### src/rtl/timer_irq_source.sv
// Memory-mapped down-counting timer that drives the CPU interrupt line.
// One-shot or auto-reload; a write to CTRL acknowledges the pending flag.
module timer_irq_source #(
    parameter logic [31:0] BASE_ADDR = 32'h0000_7F00,
    parameter int unsigned WIDTH     = 32
) (
    input  logic        clk,
    input  logic        reset,
    input  logic [31:0] addr,
    input  logic        we,
    input  logic [31:0] wdata,
    output logic [31:0] rdata,
    output logic        irq
);

    typedef enum logic [1:0] {
        IDLE = 2'd0,
        LOAD = 2'd1,
        CNT  = 2'd2,
        INT  = 2'd3
    } state_e;

    localparam logic [1:0] OFF_CTRL   = 2'd0;
    localparam logic [1:0] OFF_PRESET = 2'd1;
    localparam logic [1:0] OFF_COUNT  = 2'd2;

    state_e           state_q;
    logic             en_q;
    logic [1:0]       mode_q;
    logic             im_q;
    logic             irq_flag_q;
    logic [WIDTH-1:0] preset_q;
    logic [WIDTH-1:0] count_q;

    logic       hit;
    logic [1:0] offset;
    logic       wr_ctrl;
    logic       wr_preset;
    logic       auto_reload;
    logic       unused_addr_bits;

    assign hit         = (addr[31:4] == BASE_ADDR[31:4]);
    assign offset      = addr[3:2];
    assign wr_ctrl     = we && hit && (offset == OFF_CTRL);
    assign wr_preset   = we && hit && (offset == OFF_PRESET);
    // MODE 2'b1x falls back to one-shot.
    assign auto_reload = (mode_q == 2'b01);
    assign unused_addr_bits = ^addr[1:0];

    always_comb begin
        rdata = '0;
        if (hit) begin
            case (offset)
                OFF_CTRL:   rdata[4:0]       = {irq_flag_q, im_q, mode_q, en_q};
                OFF_PRESET: rdata[WIDTH-1:0] = preset_q;
                OFF_COUNT:  rdata[WIDTH-1:0] = count_q;
                default:    rdata            = '0;
            endcase
        end
    end

    assign irq = im_q & irq_flag_q;

    // NOTE: the FSM branches on pre-edge CTRL; the CTRL write block sits after
    // the case so its non-blocking assignments win over the FSM clearing EN,
    // while the flag clear sits before the case so an FSM set wins over it.
    always_ff @(posedge clk or negedge reset) begin
        if (!reset) begin
            state_q    <= IDLE;
            en_q       <= 1'b0;
            mode_q     <= 2'b00;
            im_q       <= 1'b0;
            irq_flag_q <= 1'b0;
            preset_q   <= '0;
            count_q    <= '0;
        end else begin
            if (wr_preset) begin
                preset_q <= wdata[WIDTH-1:0];
            end
            if (wr_ctrl) begin
                irq_flag_q <= 1'b0;
            end

            case (state_q)
                IDLE: begin
                    if (en_q) begin
                        state_q <= LOAD;
                    end
                end
                LOAD: begin
                    count_q <= preset_q;
                    state_q <= CNT;
                end
                CNT: begin
                    if (!en_q) begin
                        state_q <= IDLE;
                    end else if (count_q != '0) begin
                        count_q <= count_q - WIDTH'(1);
                    end else begin
                        irq_flag_q <= 1'b1;
                        state_q    <= INT;
                    end
                end
                INT: begin
                    if (auto_reload) begin
                        irq_flag_q <= 1'b0;
                        state_q    <= LOAD;
                    end else begin
                        en_q    <= 1'b0;
                        state_q <= IDLE;
                    end
                end
                default: state_q <= IDLE;
            endcase

            if (wr_ctrl) begin
                en_q   <= wdata[0];
                mode_q <= wdata[2:1];
                im_q   <= wdata[3];
            end
        end
    end

endmodule

### config.mk
export PLATFORM = sky130hd
export DESIGN_NAME = timer_irq_source
export DESIGN_NICKNAME = d
export VERILOG_FILES = /design/src/rtl/timer_irq_source.sv
export SDC_FILE = /design/constraint.sdc
export NUM_CORES = 1
export LEC_CHECK = 0
export ABC_CLOCK_PERIOD_IN_PS = 2700
export CORE_MARGIN = 10
export CORE_UTILIZATION = 40
export CTS_BUF_LIST = sky130_fd_sc_hd__clkbuf_4
export DETAILED_ROUTE_END_ITERATION = 16
export DONT_BUFFER_PORTS = 1
export MAX_ROUTING_LAYER = met4
export PLACE_DENSITY = 0.64
export REMOVE_ABC_BUFFERS = 1
export SYNTH_ARGS = -nofsm -noshare
export SYNTH_HDL_FRONTEND = slang
export SYNTH_SLANG_ARGS = --single-unit
### constraint.sdc
create_clock -name clk -period 2.7 [get_ports clk]
set_input_delay 0.27 -clock clk [delete_from_list [all_inputs] [get_ports clk]]
set_output_delay 0.27 -clock clk [all_outputs]
set_load 0.01 [all_outputs]
==> results.yml <==
detailed_routing:
  dr.pass1.iters: 7
  wirelength_um: 12600
  drc: 0
  vias: 3905
  wl_per_cell_um: 19.7
  viasPerCell: 6.11
  drt_iter0_markers: 396
  ant_nets: 0
placed_design:
  dp_hpwl_um: 8470
  io_buffers: 0
  dp.cells: 586
  placed_area_mm2: 0.00449
  post-place-ws_ns: 0.0425
  routabilityCongestion: 0.915
yosys:
  synth_enable_flop_cells: 0
  syn_area_mm2: 0.00421
  synthCells: 453
  avgSynthCellArea_um2: 9.29
  async_flop_share_pct: 100
  ys_seq_area_share_pct: 42.2
  yosys_warnings: 0
  synth.distinct_cells: 51
  synth.ff_latch_count: 71
  synth_area_leaders: "dfrtp_1, mux2_2, nor2_1, a22oi_1, nor3_1"
  synth_ff_type: "dfrtp_1"
  synth_top_area_share_pct: 42.2
  synth_top_cell_by_area: "dfrtp_1"
power:
  power_switching_w: 0.000449
  power.density_mw_per_mm2: 382
  switching_share_pct: 23.4
  seq_power_share_pct: 55.3
  clockPowerShare_pct: 39.9
  p_total_w: 0.00192
  combPwrFrac_pct: 4.9
  p_leak_nw: 2.08
  irDropWorstVdd_mv: 0.225
  power.internal_w: 0.00147
setup_path:
  reg2regPathDepth: 7
  timing.rr.start: "count_q[0]"
  crit_slowest_cell: "or4_4"
  cpLargestDelayFamily: "simple AND/OR/NAND/NOR gates"
  path_depth: 7
  cp-start-kind: "register"
  slowest_delay_ns: 0.55
  crit_arrival_ns: 2.96
  end_kind: "register"
  r2r_end: "count_q[20]"
  crit_chain: "inv_1, ha_2, or3b_1, or4_4, or3_4, a211o_1, a22o_1"
  path_buf_inv: 1
  rrSetupSlack_ns: 0.06
  critPathKind: "reg -> reg"
  required_ns: 3.03
  crit_fanout: 5
final_layout:
  fill_cells: 971
  synthToLayoutAreaGrowth_pct: 19.7
  final_area_mm2: 0.00503
  layout_common_cells: "dfrtp_1, nor2_1, mux2_2"
  final_cell_count_no_fill: 639
  layout_commonest_cell: "dfrtp_1"
  multiInputGateArea_mm2: 0.00226
  drive_above_1_share_pct: 20.1
  seq_area_mm2: 0.00178
  num-nets-final: 569
worst_hold_path:
  min_to: "en_q"
  whs_path_depth: 3
  hp-class: "in -> reg"
  hp-start: "we"
die:
  die_h_um: 123
  die_area_mm2: 0.0150
  num_io_pins: 100
  chipWidth_um: 123
  coreArea_mm2: 0.0103
  start_util_pct: 40.9
  num_rows: 37
clock_tree:
  numCtsBuffers: 9
  clockBufferDepth: 2
  cts_root_buf: "clkbuf_4"
  htreeDepth: 3
  clk_pin_slew_ns: 0.12
  worst_skew_pair.late_latency_ns: 0.43
  tritoncts: "done"
  cts.sinks: 71
sta:
  period_needed_ns: 2.64
  tightest_slew_ns: 0.478
  clock_skew_ns: 0.0176
  period_share_pct: 97.7
  slew_violations: 0
  hold_violations: 0
  max_freq_mhz: 379
  rsz0062_at_grt: "no"
  final-setup-viol-count: 0
  slew_headroom_pct: 68.1
  setup_slack_ns: 0.0621
grt:
  first_global_vias: 3889
  grt_max_degree: 72
  overflow: 0
  grt_first_pass_wirelength_um: 19800
  gr-usage-all-layers_pct: 16.5
  antenna_found_initial: 0
job:
  maxCapViolations: 0
outcome:
  status: "complete, no violations"
[stage by stage]
stage | util (%) | hold slack (ns) | TNS (ns)
2_1_floorplan | - | -0.0256 | -29.70
3_3_place_gp | 43.7 | -0.0226 | 0
3_5_place_dp | 43.7 | -0.0224 | 0
4_1_cts | 48.6 | 0.262 | 0
5_1_grt | 49.0 | 0.355 | 0
6_report | 49.0 | 0.249 | 0
[cells in the mapped netlist, drive strengths merged, types with 2 or more instances]
library cell and number:
dfrtp 71, nor2 65, mux2 35, a22oi 31
clkbuf 28, nor3 26, o21ai 22, nor4 16
a21oi 15, nand2 12, a2bb2oi 11, a31oi 11
nand3 11, inv 10, o31ai 10, buf 9
or4 8, o22a 7, a211oi 6, a222oi 5
ha 5, or3 5, nor2b 4, o22ai 4
nand4 3, nor4b 3, nand4b 2, o221a 2
[power by group through the flow]
| stage | Combinational [W] | Sequential, W | Clock [W] |
|---|---|---|---|
| 2_1_floorplan | 0.0000194 | 0.00108 | 0 |
| 3_3_place_gp | 0.0000279 | 0.00108 | 0 |
| 3_5_place_dp | 0.0000287 | 0.00108 | 0 |
| 4_1_cts | 0.0000957 | 0.00106 | 0.000781 |
| 5_1_grt | 0.000105 | 0.00106 | 0.000818 |
| 6_report | 0.0000938 | 0.00106 | 0.000767 |
[worst max-delay path by stage]
stage                           from           to  slack [ns]
after floorplan           state_q[1]  count_q[20]       -1.00
after global placement    count_q[0]  count_q[20]        0.08
after detailed placement  count_q[0]  count_q[31]        0.04
after CTS                 count_q[0]  count_q[31]        0.02
after global routing      count_q[1]  count_q[24]      0.0004
final                     count_q[0]  count_q[20]        0.06
[cells by family (layout without fill, tap and decap cells)]
group                      count (synthesis)  after routing  synth area share (%)
muxes                                     35             35                  9.37
buffers and inverters                     47             96                  4.52
other                                      0              1                     0
AOI/OAI and AO/OA                        133            133                  22.4
adders and majority gates                  5              5                  1.49
and+or+nand+nor                          162            162                  20.0
DFF                                       71             71                  42.2
[flip-flops by register name (all words and copies together), names as in the netlist]
register / count
en_q: 1
count_q: 32
im_q: 1
irq_flag_q: 1
mode_q: 2
preset_q: 32
state_q: 2
[layer usage]
layer  GRT usage [%]  part of all wire [%]  vias to the layer above
li1                -                     -                     1816
met5               -                     0                        -
met1            20.7                    44                     1913
met2            26.2                    47                      155
met3            3.31                   6.7                       21
met4            5.08                   1.6                        0
[cell type report]
| cell class | instances | area share (%) |
|---|---|---|
| Antenna cell | 1 | 0.0497 |
| Clock buffer | 9 | 1.34 |
| Clock inverter | 7 | 1.74 |
| Inverter | 10 | 0.746 |
| Multi-Input combinational cell | 335 | 44.8 |
| Sequential cell | 71 | 35.3 |
| Tap cell | 136 | 3.38 |
| Timing Repair Buffer | 70 | 12.6 |
[tightest hold or removal path, stage by stage]
cell and delay, ns:
inv_1 0.03, or4_1 0.24, o21ai_0 0.11
[timing repair]
action	CTS	global route
setup endpoints to repair	0	26
hold buffers	34	0
buffers inserted	0	1
gates resized for setup	0	6
endpoints found under the hold margin	107	0
Note: power is estimated with default switching activity, not from simulation.
